--- config.mk ---
export PLATFORM = sky130hd
export DESIGN_NAME = tmcu_ahb_fabric
export DESIGN_NICKNAME = d
export VERILOG_FILES = /design/src/rtl/tmcu_ahb_pkg.sv /design/src/rtl/tmcu_ahb_default_slave.sv /design/src/rtl/tmcu_ahb_fabric.sv
export SDC_FILE = /design/constraint.sdc
export NUM_CORES = 1
export LEC_CHECK = 0
export BUFFER_PORTS_ARGS = -buffer_cell sky130_fd_sc_hd__buf_4
export CORE_AREA = 2 2 124 126
export CTS_BUF_LIST = sky130_fd_sc_hd__clkbuf_8
export CTS_CLUSTER_SIZE = 14
export DETAILED_ROUTE_END_ITERATION = 12
export DIE_AREA = 0 0 126 128
export GPL_TIMING_DRIVEN = 0
export PLACE_DENSITY = 0.46
export REMOVE_ABC_BUFFERS = 1
export SYNTH_ARGS = -nofsm -noshare
export SYNTH_HDL_FRONTEND = slang
export SYNTH_HIERARCHICAL = 1
export SYNTH_SLANG_ARGS = --single-unit
--- constraint.sdc ---
create_clock -name clk_i -period 1.5 [get_ports clk_i]
set_input_delay 0.225 -clock clk_i [delete_from_list [all_inputs] [get_ports clk_i]]
set_output_delay 0.225 -clock clk_i [all_outputs]
set_load 0.02 [all_outputs]
--- src/rtl/tmcu_ahb_pkg.sv ---
// Shared AHB-Lite types, response codes and the default T-MCU address map.
package tmcu_ahb_pkg;

  typedef enum logic [1:0] {
    HTRANS_IDLE   = 2'd0,
    HTRANS_BUSY   = 2'd1,
    HTRANS_NONSEQ = 2'd2,
    HTRANS_SEQ    = 2'd3
  } htrans_e;

  typedef enum logic [2:0] {
    HSIZE_BYTE  = 3'd0,
    HSIZE_HALF  = 3'd1,
    HSIZE_WORD  = 3'd2,
    HSIZE_DWORD = 3'd3
  } hsize_e;

  typedef enum logic [1:0] {
    DS_IDLE = 2'd0,
    DS_ERR1 = 2'd1,
    DS_ERR2 = 2'd2
  } dflt_state_e;

  localparam logic HRESP_OKAY  = 1'b0;
  localparam logic HRESP_ERROR = 1'b1;

  localparam logic [31:0] ROM_BASE  = 32'h0000_0000;
  localparam logic [31:0] ROM_MASK  = 32'hFFFF_0000;
  localparam logic [31:0] SRAM_BASE = 32'h2000_0000;
  localparam logic [31:0] SRAM_MASK = 32'hFFFF_0000;
  localparam logic [31:0] GPIO_BASE = 32'h4000_0000;
  localparam logic [31:0] GPIO_MASK = 32'hFFFF_F000;
  localparam logic [31:0] UART_BASE = 32'h4000_1000;
  localparam logic [31:0] UART_MASK = 32'hFFFF_F000;

  localparam logic [127:0] DEFAULT_SLV_BASE = {UART_BASE, GPIO_BASE, SRAM_BASE, ROM_BASE};
  localparam logic [127:0] DEFAULT_SLV_MASK = {UART_MASK, GPIO_MASK, SRAM_MASK, ROM_MASK};

endpackage

--- src/rtl/tmcu_ahb_default_slave.sv ---
// Default slave: two-cycle AHB ERROR for unmapped accesses; with
// TMCU_FABRIC_TIMEOUT_EN it also aborts slaves that stall too long.
//
// state   | meaning
// DS_IDLE | no error response in progress
// DS_ERR1 | first ERROR cycle, HREADY low
// DS_ERR2 | second ERROR cycle, HREADY high, next owner loads
module tmcu_ahb_default_slave
  import tmcu_ahb_pkg::*;
#(
  parameter int unsigned TIMEOUT_CYCLES = 256
) (
  input  logic clk_i,
  input  logic rst_i,
  input  logic load_i,
  input  logic stall_i,
  input  logic hready_i,
  output logic active_o,
  output logic hready_o,
  output logic hresp_o,
  output logic timeout_irq_o
);

  dflt_state_e state_q, state_d;
  logic        tmo_hit;

`ifdef TMCU_FABRIC_TIMEOUT_EN
  localparam int unsigned CNT_W = $clog2(TIMEOUT_CYCLES + 1);

  logic [CNT_W-1:0] cnt_q, cnt_d;
  logic             tmo_q;

  // Count only while a real slave is stalling, not while we own the bus.
  always_comb begin
    cnt_d   = cnt_q;
    tmo_hit = 1'b0;
    if (hready_i) begin
      cnt_d = '0;
    end else if (stall_i && (state_q == DS_IDLE)) begin
      cnt_d   = cnt_q + CNT_W'(1);
      tmo_hit = (cnt_d == CNT_W'(TIMEOUT_CYCLES - 1));
    end
  end

  always_ff @(posedge clk_i) begin
    if (rst_i) begin
      cnt_q <= '0;
      tmo_q <= 1'b0;
    end else begin
      cnt_q <= cnt_d;
      tmo_q <= tmo_hit;
    end
  end

  assign timeout_irq_o = tmo_q;
`else
  logic unused_cfg;
  assign unused_cfg    = ^{stall_i, hready_i, (TIMEOUT_CYCLES != 0)};
  assign tmo_hit       = 1'b0;
  assign timeout_irq_o = 1'b0;
`endif

  always_comb begin
    state_d = state_q;
    unique case (state_q)
      DS_IDLE: if (load_i || tmo_hit) state_d = DS_ERR1;
      DS_ERR1: state_d = DS_ERR2;
      DS_ERR2: state_d = load_i ? DS_ERR1 : DS_IDLE;
      default: state_d = DS_IDLE;
    endcase
  end

  always_ff @(posedge clk_i) begin
    if (rst_i) state_q <= DS_IDLE;
    else       state_q <= state_d;
  end

  assign active_o = (state_q != DS_IDLE);
  assign hready_o = (state_q == DS_ERR2);
  assign hresp_o  = active_o ? HRESP_ERROR : HRESP_OKAY;

endmodule

--- src/rtl/tmcu_ahb_fabric.sv ---
// Single-master AHB-Lite interconnect: address decode, data-phase owner and
// response mux. Optional slave timeout via TMCU_FABRIC_TIMEOUT_EN.
module tmcu_ahb_fabric
  import tmcu_ahb_pkg::*;
#(
  parameter int unsigned NUM_SLAVES     = 4,
  parameter int unsigned ADDR_W         = 32,
  parameter int unsigned DATA_W         = 32,
  parameter logic [NUM_SLAVES*ADDR_W-1:0] SLV_BASE = DEFAULT_SLV_BASE,
  parameter logic [NUM_SLAVES*ADDR_W-1:0] SLV_MASK = DEFAULT_SLV_MASK,
  parameter int unsigned TIMEOUT_CYCLES = 256
) (
  input  logic                         clk_i,
  input  logic                         rst_i,
  input  logic [ADDR_W-1:0]            m_haddr_i,
  input  logic [1:0]                   m_htrans_i,
  input  logic                         m_hwrite_i,
  input  logic [2:0]                   m_hsize_i,
  input  logic [DATA_W-1:0]            m_hwdata_i,
  output logic [DATA_W-1:0]            m_hrdata_o,
  output logic                         m_hready_o,
  output logic                         m_hresp_o,
  output logic [NUM_SLAVES-1:0]        s_hsel_o,
  output logic [ADDR_W-1:0]            s_haddr_o,
  output logic [1:0]                   s_htrans_o,
  output logic                         s_hwrite_o,
  output logic [2:0]                   s_hsize_o,
  output logic [DATA_W-1:0]            s_hwdata_o,
  output logic                         s_hready_o,
  input  logic [NUM_SLAVES-1:0]        s_hreadyout_i,
  input  logic [NUM_SLAVES-1:0]        s_hresp_i,
  input  logic [NUM_SLAVES*DATA_W-1:0] s_hrdata_i,
  output logic                         timeout_irq_o
);

  // Owner codes: 0..NUM_SLAVES-1 are slaves, then DEFAULT, then NONE.
  localparam int unsigned DSEL_W = $clog2(NUM_SLAVES + 2);
  localparam logic [DSEL_W-1:0] DSEL_DEFAULT = DSEL_W'(NUM_SLAVES);
  localparam logic [DSEL_W-1:0] DSEL_NONE    = DSEL_W'(NUM_SLAVES + 1);

  htrans_e             htrans;
  logic                active;
  logic                hit;
  logic [DSEL_W-1:0]   win_idx;
  logic [NUM_SLAVES-1:0] win_oh;
  logic [DSEL_W-1:0]   dsel_q, dsel_d;
  logic                slv_hready, slv_hresp, slv_stall;
  logic [DATA_W-1:0]   slv_hrdata;
  logic                dflt_active, dflt_hready, dflt_hresp, dflt_load;

  assign htrans = htrans_e'(m_htrans_i);
  assign active = (htrans == HTRANS_NONSEQ) || (htrans == HTRANS_SEQ);

  // Scan high to low so the lowest matching index is left standing.
  always_comb begin
    hit     = 1'b0;
    win_idx = '0;
    win_oh  = '0;
    for (int i = int'(NUM_SLAVES) - 1; i >= 0; i--) begin
      if ((m_haddr_i & SLV_MASK[i*ADDR_W +: ADDR_W]) == SLV_BASE[i*ADDR_W +: ADDR_W]) begin
        hit       = 1'b1;
        win_idx   = DSEL_W'(i);
        win_oh    = '0;
        win_oh[i] = 1'b1;
      end
    end
  end

  assign s_hsel_o = active ? win_oh : '0;

  always_comb begin
    dsel_d = dsel_q;
    if (m_hready_o) begin
      if (!active)  dsel_d = DSEL_NONE;
      else if (hit) dsel_d = win_idx;
      else          dsel_d = DSEL_DEFAULT;
    end
  end

  always_ff @(posedge clk_i) begin
    if (rst_i) dsel_q <= DSEL_NONE;
    else       dsel_q <= dsel_d;
  end

  always_comb begin
    slv_hready = 1'b1;
    slv_hresp  = HRESP_OKAY;
    slv_hrdata = '0;
    slv_stall  = 1'b0;
    for (int i = 0; i < int'(NUM_SLAVES); i++) begin
      if (dsel_q == DSEL_W'(i)) begin
        slv_hready = s_hreadyout_i[i];
        slv_hresp  = s_hresp_i[i];
        slv_hrdata = s_hrdata_i[i*DATA_W +: DATA_W];
        slv_stall  = ~s_hreadyout_i[i];
      end
    end
  end

  assign dflt_load = m_hready_o & active & ~hit;

  tmcu_ahb_default_slave #(
    .TIMEOUT_CYCLES (TIMEOUT_CYCLES)
  ) u_default_slave (
    .clk_i         (clk_i),
    .rst_i         (rst_i),
    .load_i        (dflt_load),
    .stall_i       (slv_stall),
    .hready_i      (m_hready_o),
    .active_o      (dflt_active),
    .hready_o      (dflt_hready),
    .hresp_o       (dflt_hresp),
    .timeout_irq_o (timeout_irq_o)
  );

  assign m_hready_o = dflt_active ? dflt_hready : slv_hready;
  assign m_hresp_o  = dflt_active ? dflt_hresp  : slv_hresp;
  assign m_hrdata_o = dflt_active ? '0          : slv_hrdata;

  assign s_haddr_o  = m_haddr_i;
  assign s_htrans_o = m_htrans_i;
  assign s_hwrite_o = m_hwrite_i;
  assign s_hsize_o  = m_hsize_i;
  assign s_hwdata_o = m_hwdata_i;
  assign s_hready_o = m_hready_o;

endmodule
After elaboration in Yosys (flattened, before gate mapping)
Cells that the tools add are included.
W data, S select, Z words.
{"block": "totals", "reg_bits": 5, "latch_bits": 0, "mem_bits_rw": 0, "mem_bits_ro": 0, "inputBits": 208, "wordCells": 54, "mem_count": 0}
{"block": "op_classes", "n_addsub": 0, "multipliers": 0, "n_div": 0, "order_cmp": 0, "eq_ne": 11, "shift": 0, "mux": 33, "bitwise_logic": 3, "n_reduce_logical": 5}
{"operator": "$mux W32", "count": 5}
{"operator": "$eq A20 B19 Y1 const B", "count": 2}
{"operator": "$logic_not A32 Y1", "count": 1}
{"operator": "$mux W4", "count": 5}
{"operator": "$eq A16 B14 Y1 const B", "count": 1}
{"operator": "$mux W1", "count": 15}
{"operator": "$mux W3", "count": 4}
{"operator": "$eq A2 B2 Y1 const B", "count": 3}
{"operator": "$eq A3 B2 Y1 const B", "count": 2}
{"operator": "$mux W2", "count": 3}
{"operator": "$pmux W2 S3", "count": 1}
{"operator": "$eq A3 B1 Y1 const B", "count": 1}
{"operator": "$logic_not A3 Y1", "count": 1}
{"operator": "$and A1 B1 Y1", "count": 2}
{"operator": "$eq A2 B1 Y1 const B", "count": 1}
{"operator": "$logic_not A2 Y1", "count": 1}
{"operator": "$ne A2 B1 Y1 const B", "count": 1}
{"operator": "$reduce_bool A2 Y1", "count": 1}
{"operator": "$logic_or A1 B1 Y1", "count": 1}
{"operator": "$not A1 Y1", "count": 1}

Longest topological paths before layout
{"block": "logic_depth", "ltp_word": 10, "depth_mapped": 5}

Cells and area by module
Netlist, hierarchy kept.
{"module": "tmcu_ahb_fabric", "instances": 1, "cells_per_inst": 263, "area_per_inst_um2": 2013.2, "seq_area_each_um2": 60.1}
{"module": "tmcu_ahb_default_slave", "instances": 1, "cells_per_inst": 9, "area_per_inst_um2": 93.8, "seq_area_each_um2": 40.0}

Least setup slack after synthesis
Ideal clock, no wire load.
{"block": "synth_path", "kind": "flip-flop to output port", "from": "register dsel_q[0]", "to": "output port m_hrdata_o[10]", "arrival_time_ns": 2.064, "required_ns": 1.275, "slack_ns": -0.789, "stages_incl_launch_ff": 6, "n_path_buf": 3, "cell_sequence": "dfxtp_1 > buf_6 > buf_2 > clkbuf_1 > a211oi_1 > a2111oi_0"}
{"block": "synth_via", "elab_chain_cells": 6, "word_cells_on_any_way": 9}
{"element": "from (decl)", "line_no": "tmcu_ahb_fabric.sv:46", "rtl": "logic [DSEL_W-1:0] dsel_q, dsel_d;"}
{"element": "from (signal assigned)", "line_no": "tmcu_ahb_fabric.sv:82", "rtl": "else dsel_q <= dsel_d;"}
{"element": "$logic_not A3 Y1", "line_no": "tmcu_ahb_fabric.sv:91", "rtl": "if (dsel_q == DSEL_W'(i)) begin"}
{"element": "$mux W32 (3 in a row)", "line_no": "tmcu_ahb_fabric.sv:91"}
{"element": "$mux W32 (*)", "line_no": "tmcu_ahb_fabric.sv:91"}
{"element": "$mux W32 (*)", "line_no": "tmcu_ahb_fabric.sv:118", "rtl": "assign m_hrdata_o = dflt_active ? '0 : slv_hrdata;"}
{"element": "to (decl)", "line_no": "tmcu_ahb_fabric.sv:20", "rtl": "output logic [DATA_W-1:0] m_hrdata_o,"}
Every way passes the cells marked *; elsewhere a longest branch is shown, timed or not.

Final worst setup path
{"block": "layout_path", "from": "register dsel_q[0]", "to": "output port m_hrdata_o[7]"}
Same word-level chain as after synthesis.

==> PnR_summary.wiki <==
{| class="wikitable"
! Metric !! Value
|-
| Outcome || complete, but fails checks
|-
| Violations in the final reports || setup timing
|-
| Number of iterations in the first detailed-routing pass || 4
|-
| Commonest non-fill, non-tap cell in the layout || buf_4
|-
| I/O pins || 318
|-
| CTS sink count || 5
|-
| Synthesized area || 2100 um2
|-
| Final antenna diode count || 0
|-
| Worst-case vdd ir drop || 0.000214 V
|-
| Initial core utilization || 14.1%
|-
| Number of buffers inserted during clock tree synthesis || 3
|-
| Setup slack of the most critical reg-to-reg path || -0.24 ns
|-
| Initial DRC Count || 87
|-
| Worst endpoint required time || 1.27 ns
|-
| Die width || 126 um
|-
| Clock Skew || 0.000232 ns
|-
| Vias || 2872
|-
| Transition at the pin with the smallest max-transition slack || 0.621 ns
|-
| Routability-driven placement congestion ratio || 0.692
|-
| Kind of cell adding the most delay to the critical path || buffers and inverters
|-
| Max transition margin || 58.6%
|-
| Crit path kind || register to output port
|-
| Number of placement rows || 45
|-
| Total leakage power || 0.00196 uW
|-
| Maximum number of buffers from clock root to sink || 2
|-
| Leading cell types in the layout, fill and taps excluded || buf_4 (219), mux2i_1 (29), a211oi_1 (22), nor2b_1 (22), a2111oi_2 (22)
|-
| Port Buffer Count || 218
|-
| Peak per-stage delay on the critical path || 0.41 ns
|-
| Source of the worst register-to-register timing path || dsel_q[0]$_SDFFE_PP1P_
|-
| Wirelength per Cell || 24.4 um
|-
| Clock tree from TritonCTS || yes
|-
| RSZ-0062 raised after global routing || yes
|-
| Worst setup SP type || register
|-
| Path category of the worst min-delay check || input port to register
|-
| Final critical delay including setup and external delays || 1.93 ns
|-
| Largest net degree at the start of global routing || 39
|-
| Clock H-tree levels || 1
|-
| Global routing usage summed across all routing layers || 15.5%
|-
| Number of DRC violations after detailed routing || 0
|-
| Max Transition Viols Final || 0
|-
| Maximum fanout along the worst path || 6
|-
| Die H || 128 um
|-
| Crit-path cells || buf_12, buf_16, nor2b_4, a211oi_2, a2111oi_2, buf_4
|-
| Clock edge transition at the registers on the reported setup and hold paths || 0.03 ns
|-
| Core area || 14900 um2
|-
| Antenna Violating Nets Remaining || 0
|-
| Cell count along the critical path || 6
|-
| Nature of the critical path endpoint || output port
|-
| Final number of hold-violating endpoints || 0
|-
| FF-to-FF End || dsel_q[0]$_SDFFE_PP1P_
|-
| Endpoint of the most critical setup path || m_hrdata_o[7]
|-
| Slowest cell on the critical path || a2111oi_2
|-
| Setup slack of the critical path after layout || -0.432 ns
|-
| Synthesized instance count || 271
|-
| Avg Inst Size Synth || 7.76 um2
|-
| Routed wire length || 15.1 mm
|-
| Final setup fails || 39
|-
| Post-layout net count || 639
|-
| Share of final-layout standard cells stronger than drive strength 1 || 74.7%
|-
| Worst setup path startpoint || dsel_q[0]$_SDFFE_PP1P_
|-
| Max Cap Viol || 0
|-
| Worst-skew pair later-pin latency || 0.22 ns
|-
| Pwr per Cell Area || 356 nW/um2
|-
| Half-perimeter wire length after placement || 9.61 mm
|-
| Yosys warnings || 6
|-
| Post-place setup slack || -0.944 ns
|-
| Number of global-route vias before repair || 2691
|-
| Residual overflow from global routing || 0
|-
| Fillcell total || 1627
|-
| Buffer and inverter count on the worst path || 3
|-
| Layout area overhead || 103%
|-
| Ratio of final minimum period to clock period || 129%
|-
| Final instance count without filler cells || 618
|-
| F_max || 518 MHz
|-
| Antenna violations before repair || 0
|-
| Detailed-route vias per instance || 4.65
|-
| Die Footprint || 16100 um2
|-
| Placed cell count || 581
|-
| First-pass GRT wire length || 18.4 mm
|-
| Crit path DAT || 1.71 ns
|-
| Fin util || 28.7%
|-
| Worst r2r path cells || 5
|-
| CTS Root Buffer Type || clkbuf_8
|-
| Total of hold buffers inserted after clock tree synthesis || 0
|}
==> area by class of cell <==
cell class / count / area [um2] / share of cell area, %
clock buffers: 3 / 41.3 / 0.967
well taps: 188 / 235 / 5.51
inverters: 3 / 11.3 / 0.264
multi-input cells: 169 / 1710 / 40.1
clock inverters: 1 / 3.75 / 0.0880
flip-flops and latches: 5 / 114 / 2.67
repair buffers: 249 / 2150 / 50.4
==> sequential cells by signal, summed over array words and instances (netlist names) <==
register	count
dsel_q	3
u_default_slave/state_q	2
==> worst min-delay path by stage <==
| stage | cells past startpoint | start | endpoint | slack, ns |
|---|---|---|---|---|
| 2_1_floorplan | 1 | rst_i | u_default_slave/state_q[1]$_SDFFE_PP0P_ | 0.30 |
| 3_3_place_gp | 1 | u_default_slave/state_q[1]$_SDFFE_PP0P_ | u_default_slave/state_q[1]$_SDFFE_PP0P_ | 0.43 |
| 3_5_place_dp | 1 | u_default_slave/state_q[0]$_SDFFE_PP0P_ | u_default_slave/state_q[0]$_SDFFE_PP0P_ | 0.45 |
| 4_1_cts | 2 | rst_i | u_default_slave/state_q[1]$_SDFFE_PP0P_ | 0.24 |
| 5_1_grt | 2 | rst_i | u_default_slave/state_q[1]$_SDFFE_PP0P_ | 0.24 |
| 6_report | 2 | rst_i | u_default_slave/state_q[1]$_SDFFE_PP0P_ | 0.24 |
==> repair_timing <==
action | in CTS | in global routing
pin swaps | 4 | 25
buffers inserted | 14 | 10
endpoints found under the setup margin | 43 | 43
gates cloned | 3 | 8
gates resized for setup | 30 | 103
==> layer usage <==
| metal | part of all wire [%] | vias up | wire (um) | global-route usage [%] |
|---|---|---|---|---|
| li1 | - | 1285 | - | - |
| met5 | 0.87 | - | 131 | 6.19 |
| met4 | 1.0 | 4 | 153 | 2.39 |
| met3 | 17 | 18 | 2530 | 13.0 |
| met1 | 38 | 1323 | 5720 | 18.2 |
| met2 | 43 | 242 | 6570 | 21.3 |
==> where the power goes <==
| part | internal (uW) | switching (uW) | leakage (uW) | total [uW] |
|---|---|---|---|---|
| sequential | 136 | 18.7 | 0.0000425 | 155 |
| clock | 175 | 60.2 | 0.0000269 | 235 |
| combinational | 656 | 472 | 0.00189 | 1130 |
| total | 967 | 551 | 0.00196 | 1520 |
==> through the flow <==
stage / total power [uW] / instance area (um2) / TNS, ns / hold slack, ns
after floorplan: 445 / 1440 / -95.26 / 0.296
after global placement: 925 / 3310 / -113.83 / 0.433
after detailed placement: 920 / 3360 / -27.23 / 0.447
after CTS: 1310 / 3720 / -15.59 / 0.235
after global routing: 1620 / 4270 / -14.80 / 0.243
final: 1520 / 4270 / -11.34 / 0.237
No activity file was read; power rests on OpenSTA's default activity.
